[src/rtl/life_pkg.sv]
// Shared types and constants for the Game of Life run controller and its helpers.
package life_pkg;

  typedef enum logic [2:0] {
    ST_IDLE   = 3'd0,
    ST_WARM   = 3'd1,
    ST_LOAD   = 3'd2,
    ST_PAUSED = 3'd3,
    ST_RUN    = 3'd4,
    ST_STEP   = 3'd5,
    ST_HALT   = 3'd6
  } seq_state_t;

  localparam logic [1:0] SPD_SLOW  = 2'd0;
  localparam logic [1:0] SPD_MID   = 2'd1;
  localparam logic [1:0] SPD_QUICK = 2'd2;
  localparam logic [1:0] SPD_FAST  = 2'd3;

  localparam int GEN_W_DEFAULT = 16;

endpackage

[src/rtl/tick_divider.sv]
// Programmable tick generator: one-cycle tick every (TICK_BASE << speed) enabled cycles.
module tick_divider #(
  parameter int TICK_BASE = 1250000
) (
  input  logic       clk,
  input  logic       reset,
  input  logic [1:0] speed,
  input  logic       enable,
  input  logic       clear,
  output logic       tick
);

  // Headroom for the largest shift (<< 3) even when TICK_BASE is a power of two.
  localparam int CNT_W = $clog2(TICK_BASE) + 4;
  localparam logic [CNT_W-1:0] BASE = CNT_W'(TICK_BASE);

  logic [CNT_W-1:0] count_reg;
  logic [CNT_W-1:0] period_m1;

  assign period_m1 = (BASE << speed) - CNT_W'(1);

  // ">=" so that lowering speed past the current count still fires promptly.
  assign tick = enable && (count_reg >= period_m1);

  always_ff @(posedge clk or negedge reset) begin
    if (!reset) begin
      count_reg <= '0;
    end else if (clear || !enable || tick) begin
      count_reg <= '0;
    end else begin
      count_reg <= count_reg + CNT_W'(1);
    end
  end

endmodule

[src/rtl/life_sequencer.sv]
// Run controller for the Life board: seed selection, LFSR warm-up, load,
// free-run / single-step generation sequencing, generation count and halt.
module life_sequencer
  import life_pkg::*;
#(
  parameter int TICK_BASE = 1250000,
  parameter int GEN_W     = GEN_W_DEFAULT,
  parameter int WARMUP    = 8
) (
  input  logic             clk,
  input  logic             reset,
  input  logic             start,
  input  logic             step,
  input  logic             pause,
  input  logic             rand_seed,
  input  logic [1:0]       speed,
  input  logic             step_done,
  input  logic             board_empty,
  input  logic             board_static,
  output logic             seed_sel,
  output logic             lfsr_en,
  output logic             load_seed,
  output logic             step_req,
  output logic             running,
  output logic             halted,
  output logic [GEN_W-1:0] gen_count
);

  localparam int WARM_W = (WARMUP > 1) ? $clog2(WARMUP) : 1;
  localparam logic [WARM_W-1:0] WARM_LAST = WARM_W'(WARMUP - 1);

  seq_state_t        state_reg;
  logic              mode_reg;
  logic              seed_sel_reg;
  logic [WARM_W-1:0] warm_cnt_reg;
  logic [GEN_W-1:0]  gen_count_reg;
  logic              run_en;
  logic              tick;

  assign run_en = (state_reg == ST_RUN);

  tick_divider #(
    .TICK_BASE(TICK_BASE)
  ) u_tick_divider (
    .clk   (clk),
    .reset (reset),
    .speed (speed),
    .enable(run_en),
    .clear (pause),
    .tick  (tick)
  );

  always_ff @(posedge clk or negedge reset) begin
    if (!reset) begin
      state_reg     <= ST_IDLE;
      mode_reg      <= 1'b0;
      seed_sel_reg  <= 1'b0;
      warm_cnt_reg  <= '0;
      gen_count_reg <= '0;
    end else begin
      case (state_reg)
        ST_IDLE, ST_HALT: begin
          if (start) begin
            seed_sel_reg <= rand_seed;
            warm_cnt_reg <= '0;
            state_reg    <= rand_seed ? ST_WARM : ST_LOAD;
          end
        end
        ST_WARM: begin
          if (warm_cnt_reg == WARM_LAST) begin
            warm_cnt_reg <= '0;
            state_reg    <= ST_LOAD;
          end else begin
            warm_cnt_reg <= warm_cnt_reg + WARM_W'(1);
          end
        end
        ST_LOAD: begin
          gen_count_reg <= '0;
          mode_reg      <= 1'b0;
          state_reg     <= ST_PAUSED;
        end
        ST_PAUSED: begin
          if (start) begin
            mode_reg  <= 1'b1;
            state_reg <= ST_RUN;
          end else if (step) begin
            mode_reg  <= 1'b0;
            state_reg <= ST_STEP;
          end
        end
        ST_RUN: begin
          if (pause) begin
            mode_reg  <= 1'b0;
            state_reg <= ST_PAUSED;
          end else if (tick) begin
            state_reg <= ST_STEP;
          end
        end
        ST_STEP: begin
          if (pause) begin
            mode_reg <= 1'b0;
          end
          if (step_done) begin
            if (gen_count_reg != '1) begin
              gen_count_reg <= gen_count_reg + GEN_W'(1);
            end
            // A pause landing with step_done still drops back to PAUSED.
            if (board_empty || board_static) begin
              state_reg <= ST_HALT;
            end else if (mode_reg && !pause) begin
              state_reg <= ST_RUN;
            end else begin
              state_reg <= ST_PAUSED;
            end
          end
        end
        default: state_reg <= ST_IDLE;
      endcase
    end
  end

  assign seed_sel  = seed_sel_reg;
  assign gen_count = gen_count_reg;
  assign lfsr_en   = (state_reg == ST_WARM);
  assign load_seed = (state_reg == ST_LOAD);
  assign step_req  = (state_reg == ST_STEP);
  assign halted    = (state_reg == ST_HALT);
  assign running   = mode_reg && ((state_reg == ST_RUN) || (state_reg == ST_STEP));

endmodule

[config.mk]
export PLATFORM = sky130hd
export DESIGN_NAME = life_sequencer
export DESIGN_NICKNAME = d
export VERILOG_FILES = /design/src/rtl/life_pkg.sv /design/src/rtl/tick_divider.sv /design/src/rtl/life_sequencer.sv
export SDC_FILE = /design/constraint.sdc
export NUM_CORES = 1
export LEC_CHECK = 0
export ABC_AREA = 1
export CORE_ASPECT_RATIO = 1.2
export CORE_MARGIN = 5
export CORE_UTILIZATION = 50
export DETAILED_ROUTE_END_ITERATION = 16
export PLACE_DENSITY_LB_ADDON = 0.12
export SLEW_MARGIN = 20
export SYNTH_ARGS = -nofsm -noshare
export SYNTH_HDL_FRONTEND = slang
export SYNTH_HIERARCHICAL = 1
export SYNTH_SLANG_ARGS = --single-unit
[constraint.sdc]
create_clock -name clk -period 2.35 [get_ports clk]
set_input_delay 0.47 -clock clk [delete_from_list [all_inputs] [get_ports clk]]
set_output_delay 0.47 -clock clk [all_outputs]
set_load 0.1 [all_outputs]
Yosys cells after proc, flatten, opt, wreduce, memory -nomap -nowiden. Index checks and enable logic that the tools add are counted.

$add $sub $neg: 4. $mul: 0. Divide/modulo/power cells: 0. Order comparisons: 1. Eq/ne operators: 15. Shift operators: 1. Multiplexer cells: 22. Bitwise operators: 0. Reduce and logical (&&, ||, !) cells: 20.

Operator list (number): two-way mux 3 bit (11); two-way mux 16 bit (2); case mux 16 bit (2 select lines) (1); adder 25 x 1 -> 25 bit, second input constant (1); greater-or-equal comparator 25 bit (1); two-way mux 25 bit (1); << shifter 21 x 2 -> 25 bit, first input constant (1); subtractor 25 x 1 -> 25 bit, second input constant (1); case mux 3 bit (6 select lines) (1); adder 16 x 1 -> 16 bit, second input constant (1); inequality test 16 bit, second input constant (1); == test 3 bit, second input constant (4); == test 3 x 2 -> 1 bit, second input constant (2); inequality test 2 x 1 -> 1 bit, second input constant (3); inequality test 3 bit, second input constant (2); case mux 3 bit (2 select lines) (1); AND reduction 3 bit (2); AND reduction 5 bit (1); logical OR 1 bit (4); inequality test 2 bit, second input constant (2); AND reduction 2 bit (2); nonzero test 2 bit (2); OR reduction 2 bit (2); adder 3 x 1 -> 3 bit, second input constant (1); other kinds (8) (13).

Register bits after elaboration: 49. Latch bits: 0. RAM bits: 0. Memory bits (read-only): 0. Bits of input ports: 11. Logic and storage cells: 69. Memories: 0.

Depth between registers and ports, before layout.
Depth in word-level cells: 7. Gate-level depth with buffers: 21. Gate-level depth less buffers: 21.

Modules after synthesis. The synthesis kept the hierarchy.

By module, submodules not included: tick_divider (instances 1, cells an instance 313, area each 2268.4 µm², sequential area each 625.6 µm²); life_sequencer (instances 1, cells an instance 245, area each 1632.8 µm², sequential area each 600.6 µm²).

Worst setup path after synthesis. OpenSTA, ideal clock, no wires.

Path type: register to output. Start: register state_reg[0]. End: output halted. Data arrival time: 2.568 ns. Path slack: -0.688 ns. Stages on the path, launching flop included: 3. Buffers on the path: 1. Cell sequence: dfrtp_1 buf_2 nor3_1.

Cells in the longest elaborated chain, start to end: 1.

Ends and longest elaborated chain: start: declaration (line life_sequencer.sv:32) `seq_state_t state_reg;`; start signal: assignment (line life_sequencer.sv:66) `state_reg <= rand_seed ? ST_WARM : ST_LOAD;`; == test 3 bit (line life_sequencer.sv:127) `assign halted = (state_reg == ST_HALT);`; end: declaration (line life_sequencer.sv:25) `output logic halted,`.

Every way passes these cells.

Worst setup path in the final report.
Start: input speed[1]. End: register u_tick_divider.count_reg[23].

Cells in the longest elaborated chain, start to end: 6.

Ends and longest elaborated chain: start: declaration (line life_sequencer.sv:16) `input logic [1:0] speed,`; << shifter 21 x 2 -> 25 bit (line tick_divider.sv:20) `assign period_m1 = (BASE << speed) - CNT_W'(1);`; subtractor 25 x 1 -> 25 bit (line tick_divider.sv:20); greater-or-equal comparator 25 bit (line tick_divider.sv:23) `assign tick = enable && (count_reg >= period_m1);`; logical AND 1 bit (line tick_divider.sv:23); logical OR 1 bit (line tick_divider.sv:28) `end else if (clear || !enable || tick) begin`; two-way mux 25 bit (line tick_divider.sv:28); end signal: assignment (line tick_divider.sv:31) `count_reg <= count_reg + CNT_W'(1);`; end: declaration (line tick_divider.sv:17) `logic [CNT_W-1:0] count_reg;`.

Every way passes these cells. A chain may end at the register's enable or synchronous reset.

==> results.py <==
metrics = {
    "run_status": {
        "status": "finished, violations left",
        "violations": "setup timing",
    },
    "placed_design": {
        "dpl_worst_slack_ns": -0.837,
        "io_buffers": 32,
        "place_congestion": 0.903,
        "place_hpwl_mm": 7.47,
    },
    "yosys": {
        "avgSynthCellArea_sq_um": 6.99,
        "synth_edf_count": 0,
        "syn-num-nets": 602,
        "yosysSeqAreaShare_pct": 31.4,
        "synth-seq-cells": 49,
        "async_flop_share_pct": 100,
        "yosysWarnings": 6,
        "synth-main-ff-cell": "dfrtp_1",
        "synthCells": 558,
        "yosysUniqueCellTypes": 36,
        "netlist_area_sq_um": 3900,
    },
    "setup_path": {
        "reg2reg_slack_ns": 0.29,
        "cp.required_ns": 2.59,
        "critPathTopFamily": "simple AND/OR/NAND/NOR gates",
        "path_cells": "buf_6, clkinvlp_4, ha_4, nor2_4, nand3_2, nor3_2, xor2_1, ha_1, nand2_1, nor2_1, nand3_1, nor2_2, nor2_2, buf_4, nand4_4, clkbuf_16, nor2_2",
        "critPathMaxFanout": 7,
        "critPathLaunchType": "input port",
        "r2r-end": "u_tick_divider/count_reg[6]$_DFF_PN0_",
        "slowest_delay_ns": 0.26,
        "rr_worst_depth": 10,
        "r2r-start": "u_tick_divider/count_reg[0]$_DFF_PN0_",
        "cp-end-kind": "flip-flop",
        "crit_slowest_cell": "ha_1",
        "arrival_ns": 2.63,
        "cp_num_buf_inv": 4,
        "crit_top_cell": "nor2_2",
        "crit_type": "in2reg",
    },
    "detailed_routing": {
        "dr_wl_met3_um": 270,
        "wire_per_inst_um": 13.4,
        "firstDrtPassIters": 5,
        "routed_wirelength_mm": 9.50,
        "wirelength_met1_mm": 4.08,
        "top_layer": "met4",
        "ant_nets": 0,
        "first_iter_violations": 148,
        "route.met2.wl_mm": 4.91,
        "vias": 3635,
        "viasPerCell": 5.14,
        "drc": 0,
    },
    "cts": {
        "cts_root_buffer": "clkbuf_8",
        "cts_buffers": 5,
        "cts.sinks": 49,
        "cts_max_path_buffers": 2,
        "clkLatencyLatePin_ns": 0.30,
        "cts.hold.buffers_added": 0,
        "clkTransAtPathRegs_ns": 0.10,
        "cts-htree-levels": 2,
        "cts_tree": "built",
    },
    "global_routing": {
        "first_global_vias": 3615,
        "track_usage_pct": 20.4,
        "antenna_found_initial": 0,
        "grt_overflow": 0,
        "grt_start_max_net_pins": 50,
        "grt_pass1_wl_mm": 16.5,
    },
    "timing": {
        "clock.fmax_mhz": 418,
        "finalHoldViolations": 0,
        "slew_headroom_pct": 58.1,
        "fin_worst_skew_ns": 0.00903,
        "setup_tns_ns": -0.596,
        "drv_slew": 0,
        "setup_viol": 27,
        "worst_pin_slew_ns": 0.629,
        "rsz0062_at_grt": "yes",
        "period_share_pct": 102,
        "layout_min_cycle_time_ns": 2.39,
        "worst_slack_ns": -0.0437,
    },
    "die": {
        "die_w_um": 90.6,
        "initial_core_util_pct": 50.9,
        "core-area_sq_um": 7660,
        "ios": 33,
        "die_height_um": 107,
        "die_area_sq_um": 9680,
        "std_cell_rows": 35,
    },
    "job": {
        "maxCapViolCount": 0,
    },
    "pwr": {
        "p_leak_nw": 2.17,
        "p_seq_share_pct": 34.2,
        "p_sw_share_pct": 42.9,
        "clkPwrFrac_pct": 22.4,
        "power.switching_mw": 1.25,
        "power.internal_mw": 1.67,
        "comb_power_share_pct": 43.4,
        "power_density_nw_per_um2": 621,
        "ir_drop_mv": 0.774,
    },
    "final_layout": {
        "final_common_cell": "nand2_1",
        "area_growth_syn_to_layout_pct": 20.7,
        "layout.nets": 658,
        "final_cell_mix": "166 x nand2_1, 70 x nor2_1, 60 x inv_1, 49 x dfrtp_1, 39 x buf_4",
        "drive_gt1_share_pct": 20.8,
        "antennaDiodeCount": 0,
        "largest_register_ffs": 25,
    },
    "min_path": {
        "hold_path.class": "in2async",
    },
}
[worst max path at each step]
stage / start / end / depth (start not counted)
2_1_floorplan: speed[0] / state_reg[1]$_DFFE_PN0P_ / 19
3_3_place_gp: speed[0] / state_reg[1]$_DFFE_PN0P_ / 22
3_5_place_dp: speed[0] / state_reg[2]$_DFFE_PN0P_ / 22
4_1_cts: speed[1] / state_reg[2]$_DFFE_PN0P_ / 22
5_1_grt: speed[0] / state_reg[2]$_DFFE_PN0P_ / 22
6_report: speed[1] / u_tick_divider/count_reg[23]$_DFF_PN0_ / 17
[cells in the mapped netlist (2+ instances only)]
library cell | n | area, sq um
nand2_1 | 167 | 627
nor2_1 | 77 | 289
inv_1 | 63 | 236
dfrtp_1 | 49 | 1230
nand3_1 | 39 | 195
ha_1 | 33 | 413
nor2_2 | 25 | 156
a21oi_1 | 15 | 75.1
nand4_1 | 10 | 62.6
xor2_1 | 10 | 87.6
nor3_1 | 9 | 45.0
o21ai_0 | 8 | 40.0
nand2_2 | 7 | 43.8
inv_2 | 6 | 22.5
xnor2_1 | 6 | 52.6
nor2_4 | 4 | 45.0
o21ai_1 | 3 | 15.0
a21o_1 | 2 | 15.0
a22o_1 | 2 | 17.5
a31oi_1 | 2 | 12.5
buf_12 | 2 | 40.0
buf_2 | 2 | 10.0
buf_4 | 2 | 15.0
nand2_4 | 2 | 22.5
o21bai_1 | 2 | 15.0
[cell type report]
cell class              instances  area [sq um]
fillers                       700          2960
multi-input cells             433          2440
flip-flops and latches         49          1230
repair buffers                 56           531
inverters                      69           269
well taps                      92           115
clock buffers                   6          82.6
clock inverters                 2          41.3
[worst register-to-register path, stage by stage, from the launching register on]
cell	delay (ns)
dfrtp_1	0.50
ha_1	0.35
nand3_4	0.18
nor2_1	0.18
nand3_1	0.10
nor2_2	0.10
nor2_2	0.05
buf_4	0.13
nand4_4	0.15
clkbuf_16	0.19
nor2_2	0.03
[what timing repair did]
| item | in CTS | in global routing |
|---|---|---|
| setup buffers | 2 | 0 |
| pin swaps | 9 | 16 |
| resized for setup | 17 | 12 |
| gates cloned | 0 | 1 |
| setup endpoints to repair | 28 | 28 |
[cell families after synthesis]
kind of cell | count (synthesis) | share of synthesized area [%]
and+or+nand+nor | 348 | 40.5
buffers and inverters | 76 | 8.60
DFF | 49 | 31.4
AOI/OAI and AO/OA | 36 | 5.32
adders and majority gates | 33 | 10.6
xor gates and xnor gates | 16 | 3.59
[per-stage QoR]
step | hold WS (ns) | util, % | total power, mW | std cells | instance area, sq um
finish | 0.258 | 61.4 | 2.93 | 707 | 4710
global route | 0.309 | 61.4 | 3.11 | 707 | 4710
CTS | 0.283 | 60.5 | 2.94 | 706 | 4640
detailed placement | 0.483 | 58.3 | 2.26 | 696 | 4470
global placement | 0.479 | 58.3 | 2.25 | 696 | 4470
floorplan | 0.174 | - | 1.92 | 558 | 3950
[layer usage]
metal	global-route usage, %	up-vias
met5	0	-
met2	37.3	75
met1	24.2	1669
li1	-	1875
met4	7.13	0
met3	2.95	16
[power by group through the flow]
stage / registers, mW / clock network, mW / logic (mW)
6_report: 0.999 / 0.656 / 1.27
3_3_place_gp: 1.01 / 0 / 1.23
5_1_grt: 1.01 / 0.721 / 1.38
3_5_place_dp: 1.01 / 0 / 1.25
4_1_cts: 0.998 / 0.683 / 1.26
2_1_floorplan: 1.10 / 0 / 0.820
Power figures use the tool's default switching activity.
